--- src/rtl/axis_sync_fifo_if.sv ---
// rtl/axis_sync_fifo_if.sv - AXI-Stream beat bundle for the synchronous packet FIFO
// The master drives data/valid/last and the slave drives ready.
interface axis_sync_fifo_if #(
  parameter int DW = 8
);
  logic [DW-1:0] tdata;
  logic          tvalid;
  logic          tlast;
  logic          tready;

  modport master (
    output tdata,
    output tvalid,
    output tlast,
    input  tready
  );

  modport slave (
    input  tdata,
    input  tvalid,
    input  tlast,
    output tready
  );
endinterface

--- src/rtl/axis_sync_fifo.sv ---
// rtl/axis_sync_fifo.sv - show-ahead synchronous AXI-Stream FIFO with beat and packet occupancy
// tlast is stored alongside each beat, so packet boundaries travel with their data.
module axis_sync_fifo #(
  parameter int DW    = 8,
  parameter int DEPTH = 16,
  parameter int CW    = $clog2(DEPTH) + 1
) (
  input  logic                    i_clk,
  input  logic                    i_rst,
  axis_sync_fifo_if.slave         s_axis,
  axis_sync_fifo_if.master        m_axis,
  output logic [CW-1:0]           o_count,
  output logic [CW-1:0]           o_pkt_count
);
  localparam int AW = $clog2(DEPTH);

  logic [DW:0]    r_mem [DEPTH];
  logic [AW-1:0]  r_wr_ptr;
  logic [AW-1:0]  r_rd_ptr;
  logic [CW-1:0]  r_count;
  logic [CW-1:0]  r_pkt_count;

  logic           w_full;
  logic           w_empty;
  logic           w_push;
  logic           w_pop;
  logic           w_pkt_inc;
  logic           w_pkt_dec;
  logic [DW:0]    w_head;

  // Flags come only from registered occupancy, so a pop frees space one cycle later.
  assign w_full  = (r_count == CW'(DEPTH));
  assign w_empty = (r_count == '0);

  assign s_axis.tready = !w_full && !i_rst;
  assign m_axis.tvalid = !w_empty;

  assign w_head        = r_mem[r_rd_ptr];
  assign m_axis.tdata  = w_head[DW-1:0];
  assign m_axis.tlast  = w_head[DW];

  assign w_push    = s_axis.tvalid && s_axis.tready;
  assign w_pop     = m_axis.tvalid && m_axis.tready && !i_rst;
  assign w_pkt_inc = w_push && s_axis.tlast;
  assign w_pkt_dec = w_pop && w_head[DW];

  assign o_count     = r_count;
  assign o_pkt_count = r_pkt_count;

  always_ff @(posedge i_clk) begin
    if (w_push) begin
      r_mem[r_wr_ptr] <= {s_axis.tlast, s_axis.tdata};
    end
  end

  always_ff @(posedge i_clk) begin
    if (i_rst) begin
      r_wr_ptr    <= '0;
      r_rd_ptr    <= '0;
      r_count     <= '0;
      r_pkt_count <= '0;
    end else begin
      if (w_push) begin
        r_wr_ptr <= r_wr_ptr + AW'(1);
      end
      if (w_pop) begin
        r_rd_ptr <= r_rd_ptr + AW'(1);
      end
      case ({w_push, w_pop})
        2'b10:   r_count <= r_count + CW'(1);
        2'b01:   r_count <= r_count - CW'(1);
        default: r_count <= r_count;
      endcase
      r_pkt_count <= r_pkt_count + CW'(w_pkt_inc) - CW'(w_pkt_dec);
    end
  end
endmodule

--- src/flat_wrapper.sv ---
// flat-port wrapper written by rule: the top's interface ports become plain ports
module axis_sync_fifo_flat 
#(
  parameter int DW    = 8,
  parameter int DEPTH = 16,
  parameter int CW    = $clog2(DEPTH) + 1
)
  (i_clk, i_rst, o_count, o_pkt_count, s_axis_tdata, s_axis_tvalid, s_axis_tlast, s_axis_tready, m_axis_tdata, m_axis_tvalid, m_axis_tlast, m_axis_tready);
  axis_sync_fifo_if #(.DW(DW)) s_axis_i ();
  axis_sync_fifo_if #(.DW(DW)) m_axis_i ();
  input  logic i_clk;
  input  logic i_rst;
  output logic [CW-1:0] o_count;
  output logic [CW-1:0] o_pkt_count;
  input wire logic [$bits(s_axis_i.tdata)-1:0] s_axis_tdata;
  input wire logic [$bits(s_axis_i.tvalid)-1:0] s_axis_tvalid;
  input wire logic [$bits(s_axis_i.tlast)-1:0] s_axis_tlast;
  output wire logic [$bits(s_axis_i.tready)-1:0] s_axis_tready;
  output wire logic [$bits(m_axis_i.tdata)-1:0] m_axis_tdata;
  output wire logic [$bits(m_axis_i.tvalid)-1:0] m_axis_tvalid;
  output wire logic [$bits(m_axis_i.tlast)-1:0] m_axis_tlast;
  input wire logic [$bits(m_axis_i.tready)-1:0] m_axis_tready;
  assign s_axis_i.tdata = s_axis_tdata;
  assign s_axis_i.tvalid = s_axis_tvalid;
  assign s_axis_i.tlast = s_axis_tlast;
  assign s_axis_tready = s_axis_i.tready;
  assign m_axis_tdata = m_axis_i.tdata;
  assign m_axis_tvalid = m_axis_i.tvalid;
  assign m_axis_tlast = m_axis_i.tlast;
  assign m_axis_i.tready = m_axis_tready;
  axis_sync_fifo #(.DW(DW), .DEPTH(DEPTH), .CW(CW)) u_core (.i_clk(i_clk), .i_rst(i_rst), .s_axis(s_axis_i), .m_axis(m_axis_i), .o_count(o_count), .o_pkt_count(o_pkt_count));
endmodule
--- config.mk ---
export PLATFORM = sky130hd
export DESIGN_NAME = axis_sync_fifo_flat
export DESIGN_NICKNAME = d
export VERILOG_FILES = /design/src/rtl/axis_sync_fifo_if.sv /design/src/rtl/axis_sync_fifo.sv /design/src/flat_wrapper.sv
export SDC_FILE = /design/constraint.sdc
export NUM_CORES = 1
export LEC_CHECK = 0
export ABC_AREA = 1
export CORE_MARGIN = 2
export CORE_UTILIZATION = 55
export CTS_CLUSTER_SIZE = 16
export DETAILED_ROUTE_END_ITERATION = 16
export MAX_ROUTING_LAYER = met4
export PLACE_DENSITY = 0.81
export SETUP_SLACK_MARGIN = 0.5
export SKIP_LAST_GASP = 1
export SLEW_MARGIN = 10
export SYNTH_ARGS = -nofsm -noshare
export SYNTH_HDL_FRONTEND = slang
export SYNTH_SLANG_ARGS = --single-unit
export TNS_END_PERCENT = 30
--- constraint.sdc ---
create_clock -name i_clk -period 2.55 [get_ports i_clk]
set_input_delay 0.255 -clock i_clk [delete_from_list [all_inputs] [get_ports i_clk]]
set_output_delay 0.255 -clock i_clk [all_outputs]
set_load 0.01 [all_outputs]
==> impl_metrics.csv, run 1 <==
group,metric,value,unit
layout,drive_above_1_share,0.183,
die,num_io_pins,34,
clock_network,clk_latency,0.42,ns
synthesis,async_flop_share,0,
synthesis,synth_top_family_by_area,"simple AND/OR/NAND/NOR gates",
critical_path,required,2.30,ns
critical_path,startpoint_type,"flop",
synthesis,avgSynthCellArea,11.0,µm²
die,rows,41,
synthesis,synthDistinctLibCells,27,
placed_design,io_buffer_count,33,
synthesis,yosys.area_share.adder,0.0304,
clock_network,cts_root_buf,"clkbuf_16",
critical_path,worst-setup-path-type,"flop to output port",
timing,tightest_slew,0.685,ns
critical_path,ff2ff_path_depth,15,
power,powerDensity,832,nW/µm²
timing,drv_slew,0,
detailed_routing,drt.antenna.violating_nets,0,
synthesis,ys_warn_count,0,
layout,final_util,0.682,
critical_path,crit_fanout,6,
synthesis,syn_inst,640,
detailed_routing,drc,0,
detailed_routing,vias,5087,
timing,hold_violations,0,
layout,syn_to_final_growth,21.2,%
timing,fin_crit_sh,0.913,
global_routing,grt_pass1_wl,27.2,mm
die,dieHeight,117,µm
clock_network,cts_tree,"done",
global_routing,track_usage,0.267,
detailed_routing,wl_per_cell,19.6,µm
synthesis,syn_nets,669,
power,p_leak,3.14,nW
synthesis,ys_seq_area_frac,0.674,
timing,tns,0,ns
timing,setup_violations,0,
detailed_routing,viasPerCell,5.73,
clock_network,ctsHoldBuffers,0,
flow_run,maxCapViolations,0,
global_routing,grt_pass1_vias,5045,
synthesis,synth_area,7070,µm²
clock_network,numCtsBuffers,17,
placed_design,routabilityCongestion,0.844,
timing,relSlewSlack,0.542,
layout,fillers,827,
clock_network,clock_sinks,166,
placed_design,dp_hpwl,10.2,mm
critical_path,cp.arrival,2.07,ns
die,start_util,0.562,
outcome,status,"finished clean",
die,die_w,117,µm
die,coreArea,12600,µm²
synthesis,yosys.area_share.xor_xnor,0.00619,
synthesis,synth-edff-count,144,
clock_network,cts_buffer_depth,2,
detailed_routing,first_pass_iters,5,
detailed_routing,wl,17.4,mm
layout,antennaDiodeCount,0,
die,die_area,13800,µm²
synthesis,ys_ff_latch,166,
timing,fin_skew,0.00813,ns
synthesis,synthMuxAreaShare,0,
synthesis,synth_compound_area_frac,0.0627,
global_routing,overflow,0,
layout,nNetsFinal,732,
timing,rsz0062_at_grt,"true",
clock_network,htreeDepth,4,
clock_network,clkTransAtPathRegs,0.06,ns
power,ir_worst_vdd,0.480,mV
synthesis,ys.flop_type,"edfxtp_1",
global_routing,antenna_found_initial,0,
min_path,hold_depth,1,
timing,fmax,0.430,GHz
synthesis,synth-simple-area-share,0.177,
min_path,worstHoldPathType,"flop to flop",
timing,finalCriticalPeriod,2.33,ns
global_routing,grt_max_degree,23,
critical_path,cp-end-kind,"output port",
detailed_routing,drt_first_iter_violations,470,
[path summary, 6_finish.rpt]
check	start	slack, ns	end
min	u_core.o_count[0]$_SDFFE_PP0P_	0.51	u_core.o_count[0]$_SDFFE_PP0P_
max reg2reg	flop	0.25	u_core.o_pkt_count[4]$_SDFF_PP0_
max	flop	0.22	m_axis_tlast
min reg2reg	u_core.o_count[0]$_SDFFE_PP0P_	0.51	u_core.o_count[0]$_SDFFE_PP0P_
[what timing repair did]
item / 4_1_cts / 5_1_grt
endpoints found under the hold margin: 0 / 0
pin swaps: 13 / 19
gates resized for setup: 47 / 34
setup buffers: 5 / 1
setup endpoints to repair: 16 / 24
cloned: 3 / 0
[flip-flops by register name, indices dropped and copies added (netlist names), named ones only]
register / count
u_core.o_count: 5
u_core.r_wr_ptr: 4
u_core.r_rd_ptr: 4
u_core.r_mem: 144
u_core.o_pkt_count: 5
[cell usage in the layout (no fill, tap or decap), drive strengths merged, types with 5 or more instances in the layout]
| cell | synthesis | final |
|---|---|---|
| dfxtp | 22 | 22 |
| nor2 | 153 | 153 |
| a21oi | 13 | 13 |
| clkbuf | 9 | 19 |
| edfxtp | 144 | 144 |
| ha | 14 | 14 |
| o21ai | 68 | 68 |
| buf | 21 | 39 |
| inv | 38 | 42 |
| nand2 | 67 | 67 |
| nand3 | 71 | 71 |
| nand4 | 5 | 5 |
| clkdlybuf4s50 | 0 | 25 |
| clkinv | 2 | 9 |
[through the flow]
stage / instances / instance area [µm²] / setup slack, ns / hold slack [ns] / total power [mW]
after floorplan: 640 / 7090 / 0.323 / 0.354 / 4.05
after global placement: 847 / 7680 / 0.211 / 0.491 / 4.42
after detailed placement: 847 / 7680 / 0.129 / 0.499 / 4.47
after CTS: 887 / 8460 / 0.213 / 0.508 / 7.05
after global routing: 888 / 8570 / 0.114 / 0.536 / 7.40
final: 888 / 8570 / 0.223 / 0.506 / 7.12
[per-layer routing]
layer | up-vias | global-route usage | share of wire
li1 | 2343 | - | -
met1 | 2411 | 0.321 | 0.38
met2 | 287 | 0.444 | 0.51
met3 | 46 | 0.0516 | 0.082
met4 | 0 | 0.117 | 0.036
met5 | - | - | 0
[final cells by class]
| type | count | area [µm²] | share of cell area |
|---|---|---|---|
| Timing Repair Buffer | 74 | 758 | 0.0885 |
| Clock buffer | 18 | 429 | 0.0501 |
| Clock inverter | 14 | 125 | 0.0146 |
| Tap cell | 172 | 215 | 0.0251 |
| Multi-Input combinational cell | 404 | 2100 | 0.245 |
| Sequential cell | 166 | 4780 | 0.558 |
| Inverter | 40 | 161 | 0.0188 |
[power by group]
part | internal [mW] | switching [mW] | total [mW]
sequential | 3.03 | 0.0801 | 3.11
combinational | 0.711 | 0.909 | 1.62
clock | 1.35 | 1.05 | 2.39
[worst max-delay path: stages, from the launching register on]
cell,delay (ns)
dfxtp_4,0.42
buf_6,0.14
nand2_2,0.05
nand3_2,0.07
nand3_2,0.08
nand3_2,0.10
nand2_2,0.08
buf_4,0.13
inv_1,0.06
clkdlybuf4s50_1,0.53
[cells in the mapped netlist, types with 3 or more instances]
master    count  area [µm²]
nor2_1      145         544
edfxtp_1    144        4320
nand3_1      70         350
nand2_1      66         248
o21ai_0      52         260
inv_1        35         131
dfxtp_1      22         440
o21ai_1      16        80.1
ha_1         14         175
a21oi_1      13        65.1
buf_2        10        50.1
buf_6         9         101
clkbuf_1      9        33.8
nor2_2        8        50.1
nand4_1       4        25.0
inv_2         3        11.3
o211ai_1      3        22.5
xor2_1        3        26.3
[logic make-up (layout without fill, tap and decap cells)]
logic type	Yosys count	in the layout
AOI/OAI and AO/OA	86	86
xor gates and xnor gates	5	5
adders and majority gates	16	16
buffers and inverters	70	146
DFF	166	166
and+or+nand+nor	297	297
(Power assumes the default switching activity.)
==> run 2, diff against run 1 <==
--- a/config.mk
+++ b/config.mk
@@ -5,7 +5,6 @@
 export SDC_FILE = /design/constraint.sdc
 export NUM_CORES = 1
 export LEC_CHECK = 0
-export ABC_AREA = 1
 export CORE_MARGIN = 2
 export CORE_UTILIZATION = 55
 export CTS_CLUSTER_SIZE = 16
==> impl_metrics.csv, run 2 <==
group,metric,value,unit
synthesis,synth_area,6720,µm²
layout,ff_latch_area,4780,µm²
critical_path,path_cells,"mux4_2 -> o211ai_1 -> buf_4 -> a21boi_4 -> ha_4 -> inv_4 -> ha_4 -> inv_2 -> fa_2 -> nor2b_4 -> o21ai_2 -> a21oi_2 -> nor3b_2",
placed_design,dp_hpwl,8.30,mm
clock_network,clkTransAtPathRegs,0.07,ns
min_path,worstHoldPathType,"primary input to flop",
timing,fin_crit_sh,1.04,
detailed_routing,wl,14.0,mm
outcome,status,"complete, but fails checks",
clock_network,cts_buffer_depth,2,
placed_design,routabilityCongestion,0.826,
placed_design,io_buffer_count,33,
timing,holdWs,0.544,ns
critical_path,required,2.87,ns
layout,largest_register_ffs,144,
critical_path,crit_fanout,3,
die,num_io_pins,34,
critical_path,critPathMaxStageDelay,0.49,ns
synthesis,async_flop_share,0,
die,rows,40,
clock_network,cts_root_buf,"clkbuf_16",
die,dieHeight,115,µm
synthesis,avgSynthCellArea,17.3,µm²
global_routing,grt_busiest_layer,"met2",
power,powerDensity,808,nW/µm²
synthesis,syn_nets,417,
layout,layout_common_cells,"edfxtp_1, buf_4, nor2_1, mux4_2, clkdlybuf4s50_1",
synthesis,synth-edff-count,144,
placed_design,postPlaceCellArea,7530,µm²
detailed_routing,wl_per_cell,21.9,µm
die,coreArea,12000,µm²
detailed_routing,drc,0,
synthesis,ys_warn_count,0,
min_path,min_to,"u_core.r_wr_ptr[2]$_SDFFE_PP0P_",
global_routing,antenna_found_initial,0,
timing,tightest_slew,0.592,ns
global_routing,grtUsageMet1,0.275,
timing,fin_skew,0.00749,ns
global_routing,track_usage,0.236,
global_routing,grt_pass1_vias,3854,
clock_network,cts_tree,"done",
die,die_area,13100,µm²
layout,top_register,"u_core.r_mem",
synthesis,synth.most_common_cell,"edfxtp_1",
min_path,min_from,"s_axis_tvalid",
clock_network,clock_sinks,166,
timing,relSlewSlack,0.604,
critical_path,crit_family,"adder cells",
synthesis,synthDistinctLibCells,36,
layout,drive_above_1_share,0.347,
timing,setup_ws,-0.102,ns
layout,multi_input_area,1970,µm²
detailed_routing,drt_first_iter_violations,370,
synthesis,ys.flop_type,"edfxtp_1",
critical_path,r2r_slack,-0.10,ns
detailed_routing,viasPerCell,5.89,
die,start_util,0.562,
global_routing,overflow,0,
timing,setup_violations,3,
flow_run,maxCapViolations,0,
layout,fillers,714,
synthesis,ys_ff_latch,166,
power,p_leak,2.90,nW
power,ir_worst_vdd,0.400,mV
detailed_routing,first_pass_iters,5,
critical_path,cpMaxStageDelayCell,"mux4_2",
critical_path,ff2ff_path_depth,13,
layout,final_area,8460,µm²
outcome,violations,"setup timing",
detailed_routing,vias,3772,
critical_path,crit_buf_inv,3,
layout,antennaDiodeCount,0,
power,p_total,6.84,mW
global_routing,grt_use_met3,0.0651,
global_routing,grt_max_degree,24,
layout,syn_to_final_growth,26.0,%
timing,drv_slew,0,
critical_path,r2r_end,"u_core.o_pkt_count[4]$_SDFF_PP0_",
detailed_routing,drt.antenna.violating_nets,0,
layout,nNetsFinal,509,
critical_path,worst-setup-path-type,"flop to flop",
global_routing,grt_pass1_wl,21.4,mm
clock_network,numCtsBuffers,17,
clock_network,clk_latency,0.42,ns
critical_path,startpoint_type,"flop",
critical_path,cp.arrival,2.97,ns
min_path,hold_depth,4,
global_routing,use_met2,0.395,
timing,finalCriticalPeriod,2.65,ns
layout,final_common_cell,"edfxtp_1",
die,die_w,115,µm
clock_network,ctsHoldBuffers,0,
synthesis,synth_common_cells,"edfxtp_1, nor2_1, mux4_2",
synthesis,ys_seq_area_frac,0.709,
critical_path,cpMostUsedCell,"ha_4",
synthesis,syn_inst,388,
synthesis,synthTopCellsByArea,"edfxtp_1, mux4_2, dfxtp_1, ha_1, nor2_1",
timing,hold_violations,0,
critical_path,cp-end-kind,"flop",
clock_network,htreeDepth,4,
timing,rsz0062_at_grt,"true",
timing,fmax,0.377,GHz
synthesis,synth_top_area_frac,0.644,
synthesis,synth_area_leader_cell,"edfxtp_1",
-- run 2: worst reg2reg max path, cell delays in order, from the launching register on --
cell,delay [ns]
dfxtp_4,0.37
mux4_2,0.49
o211ai_1,0.21
buf_4,0.17
a21boi_4,0.06
ha_4,0.24
inv_4,0.05
ha_4,0.12
inv_2,0.04
fa_2,0.38
nor2b_4,0.14
o21ai_2,0.08
a21oi_2,0.14
nor3b_2,0.06
-- run 2: worst max-delay path by stage --
stage / from / to / slack [ns] / cells after the start
4_1_cts: flop / u_core.o_pkt_count[4]$_SDFF_PP0_ / -0.07 / 12
3_5_place_dp: flop / u_core.o_pkt_count[4]$_SDFF_PP0_ / -0.15 / 12
6_report: flop / u_core.o_pkt_count[4]$_SDFF_PP0_ / -0.10 / 13
2_1_floorplan: u_core.o_count[3]$_SDFFE_PP0P_ / u_core.o_pkt_count[4]$_SDFF_PP0_ / -0.08 / 13
5_1_grt: flop / u_core.o_pkt_count[4]$_SDFF_PP0_ / -0.20 / 13
3_3_place_gp: m_axis_tready / u_core.o_count[4]$_SDFFE_PP0P_ / -0.06 / 10
-- run 2: per-stage QoR --
step | worst slack (ns) | utilization | setup TNS [ns] | cells
final | -0.102 | 0.707 | -0.210 | 640
after global routing | -0.204 | 0.707 | -0.509 | 640
after CTS | -0.0681 | 0.697 | -0.176 | 631
after detailed placement | -0.150 | 0.629 | -0.266 | 589
after global placement | -0.0635 | 0.629 | -0.117 | 589
after floorplan | -0.0845 | - | -0.136 | 388
-- run 2: per-layer routing --
| metal | share of wire | wire length (µm) | vias up |
|---|---|---|---|
| met3 | 0.069 | 966 | 26 |
| li1 | - | - | 1685 |
| met5 | 0 | 0 | - |
| met4 | 0.022 | 308 | 0 |
| met1 | 0.38 | 5270 | 1896 |
| met2 | 0.53 | 7460 | 165 |
-- run 2: area by class of cell --
| type | instances | area share |
|---|---|---|
| Timing Repair Buffer | 93 | 0.0994 |
| Inverter | 16 | 0.00739 |
| Tap cell | 147 | 0.0217 |
| Sequential cell | 166 | 0.565 |
| Clock buffer | 17 | 0.0503 |
| Multi-Input combinational cell | 186 | 0.232 |
| Clock inverter | 15 | 0.0241 |
-- run 2: kinds of logic after synthesis --
family | Yosys count | share of synthesized area
buf+inv | 36 | 0.0237
simple gates | 79 | 0.0540
flops | 166 | 0.709
fa+ha+maj | 16 | 0.0320
mux | 42 | 0.126
compound gates | 39 | 0.0419
xor+xnor | 10 | 0.0130
-- run 2: repair_timing --
item / CTS / global route
pin swaps: 11 / 14
resized for setup: 40 / 17
setup endpoints to repair: 20 / 20
gates cloned: 2 / 0
setup buffers: 8 / 9
-- run 2: where the power goes --
group | switching [mW] | total [mW] | leakage [nW] | internal, mW
registers | 0.0504 | 3.06 | 1.48 | 3.01
logic | 0.487 | 1.09 | 1.12 | 0.603
clock network | 1.05 | 2.69 | 0.296 | 1.64
==> run 3, diff against run 2 <==
--- a/config.mk
+++ b/config.mk
@@ -12,7 +12,6 @@
 export MAX_ROUTING_LAYER = met4
 export PLACE_DENSITY = 0.81
 export SETUP_SLACK_MARGIN = 0.5
-export SKIP_LAST_GASP = 1
 export SLEW_MARGIN = 10
 export SYNTH_ARGS = -nofsm -noshare
 export SYNTH_HDL_FRONTEND = slang
==> impl_metrics.csv, run 3 (synthesized netlist as in run 2, its figures left out) <==
group,metric,value,unit
outcome,status,"complete, but fails checks",
outcome,violations,"setup timing",
layout,largest_register_ffs,144,
power,combPwrFrac,0.156,
layout,drive_above_1_share,0.355,
layout,syn_to_final_growth,25.5,%
clock_network,clkTransAtPathRegs,0.07,ns
detailed_routing,first_pass_iters,5,
critical_path,ff2ff_path_depth,13,
timing,setup_ws,-0.0713,ns
layout,nNetsFinal,503,
critical_path,critPathMaxStageDelay,0.49,ns
layout,multi_input_area,1990,µm²
placed_design,io_buffer_count,33,
die,die_area,13100,µm²
critical_path,startpoint_type,"flop",
critical_path,required,2.87,ns
clock_network,cts_tree,"done",
die,dieHeight,115,µm
detailed_routing,wl,14.2,mm
placed_design,dp.cells,589,
die,num_io_pins,34,
detailed_routing,drt-met1-wl,5.35,mm
critical_path,cpMostUsedCell,"ha_4",
layout,final_common_cell,"edfxtp_1",
global_routing,grt_pass1_wl,21.7,mm
min_path,worstHoldPathType,"primary input to flop",
die,die_w,115,µm
critical_path,cp-end-kind,"flop",
min_path,min_from,"s_axis_tvalid",
flow_run,maxCapViolations,0,
detailed_routing,viasPerCell,5.97,
timing,hold_violations,0,
timing,fmax,0.381,GHz
min_path,min_to,"u_core.r_wr_ptr[2]$_SDFFE_PP0P_",
power,power_frac_seq,0.450,
global_routing,antenna_found_initial,0,
clock_network,cts_buffer_depth,2,
global_routing,grt_pass1_vias,3886,
critical_path,r2r_slack,-0.07,ns
die,start_util,0.562,
layout,instances_no_fill,634,
detailed_routing,drt.antenna.violating_nets,0,
layout,ff_latch_area,4780,µm²
layout,antennaDiodeCount,0,
power,power.switching,1.58,mW
global_routing,overflow,0,
timing,rsz0062_at_grt,"true",
timing,tns,-0.142,ns
critical_path,worst-setup-path-type,"flop to flop",
power,internal_power,5.23,mW
clock_network,clk_latency,0.42,ns
detailed_routing,met2_length,7.51,mm
layout,top_register,"u_core.r_mem",
detailed_routing,drt_first_iter_violations,434,
timing,setup_violations,3,
critical_path,crit_fanout,3,
power,ir_worst_vdd,0.400,mV
critical_path,cpMaxStageDelayCell,"mux4_2",
global_routing,track_usage,0.240,
timing,fin_skew,0.00622,ns
clock_network,cts_root_buf,"clkbuf_16",
power,p_clk_frac,0.394,
detailed_routing,met3_length,943,µm
power,p_leak,2.86,nW
timing,relSlewSlack,0.584,
min_path,hold_depth,4,
detailed_routing,vias,3784,
placed_design,routabilityCongestion,0.826,
timing,tightest_slew,0.622,ns
detailed_routing,top_layer_used,"met4",
critical_path,r2r_end,"u_core.o_pkt_count[4]$_SDFF_PP0_",
power,powerDensity,808,nW/µm²
timing,drv_slew,0,
die,rows,40,
layout,fillers,729,
detailed_routing,wl_per_cell,22.3,µm
placed_design,dp_hpwl,8.30,mm
critical_path,path_cells,"mux4_2 -> o211ai_1 -> buf_4 -> a21boi_4 -> ha_4 -> inv_4 -> ha_4 -> inv_2 -> fa_2 -> nor2b_4 -> o21ai_2 -> a21oi_2 -> nor3b_2",
critical_path,cp.arrival,2.94,ns
timing,finalCriticalPeriod,2.62,ns
layout,layout_common_cells,"edfxtp_1, buf_4, nor2_1, mux4_2, clkdlybuf4s50_1",
power,swShare,0.232,
clock_network,htreeDepth,4,
timing,holdWs,0.545,ns
clock_network,clock_sinks,166,
global_routing,grt_max_degree,24,
detailed_routing,drc,0,
clock_network,numCtsBuffers,17,
die,coreArea,12000,µm²
timing,fin_crit_sh,1.03,
-- run 3: cell count changes in the layout (fill, tap and decap cells not counted), sizes merged --
cell           previous run  this run
clkdlybuf4s50            24        22
dlymetal6s2s              1         0
dlygate4sd2               3         2
buf                      65        63
-- run 3: how the worst max path moves through the flow --
stage,start,end,slack [ns],depth (start not counted)
detailed placement,flop,u_core.o_pkt_count[4]$_SDFF_PP0_,-0.15,12
finish,flop,u_core.o_pkt_count[4]$_SDFF_PP0_,-0.07,13
global placement,m_axis_tready,u_core.o_count[4]$_SDFFE_PP0P_,-0.06,10
CTS,flop,u_core.o_pkt_count[4]$_SDFF_PP0_,-0.06,12
floorplan,u_core.o_count[3]$_SDFFE_PP0P_,u_core.o_pkt_count[4]$_SDFF_PP0_,-0.08,13
global route,flop,u_core.o_pkt_count[4]$_SDFF_PP0_,-0.17,13
-- run 3: power groups by stage --
stage | Combinational (mW) | Sequential [mW] | Clock [mW]
global route | 1.15 | 3.07 | 2.83
CTS | 1.01 | 3.06 | 2.72
global placement | 0.846 | 3.11 | 0
finish | 1.06 | 3.06 | 2.68
floorplan | 0.535 | 3.12 | 0
detailed placement | 0.876 | 3.11 | 0
-- run 3: worst max-delay path, delay by kind of cell (launching register included) --
family / cells / cell delay, ns
compound gates: 4 / 0.48
fa+ha+maj: 3 / 0.73
buf+inv: 3 / 0.26
mux: 1 / 0.49
simple gates: 2 / 0.19
flops: 1 / 0.37
-- run 3: stage by stage --
step | worst slack, ns | total power [mW] | cell area [µm²] | utilization
3_5_place_dp | -0.150 | 3.99 | 7530 | 0.629
6_report | -0.0713 | 6.81 | 8430 | 0.705
4_1_cts | -0.0562 | 6.79 | 8340 | 0.697
3_3_place_gp | -0.0635 | 3.95 | 7530 | 0.629
5_1_grt | -0.169 | 7.04 | 8430 | 0.705
2_1_floorplan | -0.0845 | 3.65 | 6790 | -
-- run 3: layout make-up --
type | count | area share
flip-flops and latches | 166 | 0.567
repair buffers | 87 | 0.0928
well taps | 147 | 0.0218
inverters | 16 | 0.00742
multi-input cells | 186 | 0.236
clock inverters | 15 | 0.0242
clock buffers | 17 | 0.0505
-- run 3: metal layers --
layer,vias to the layer above,GRT usage
met4,0,0.0894
met5,-,-
met3,30,0.0630
li1,1676,-
met1,1906,0.276
met2,172,0.405
-- run 3: what timing repair did --
action | CTS | global route
buffers inserted | 8 | 3
hold buffers | 0 | 0
gates resized for setup | 66 | 13
cloned | 2 | 0
pin swaps | 19 | 28
endpoints found under the setup margin | 20 | 18
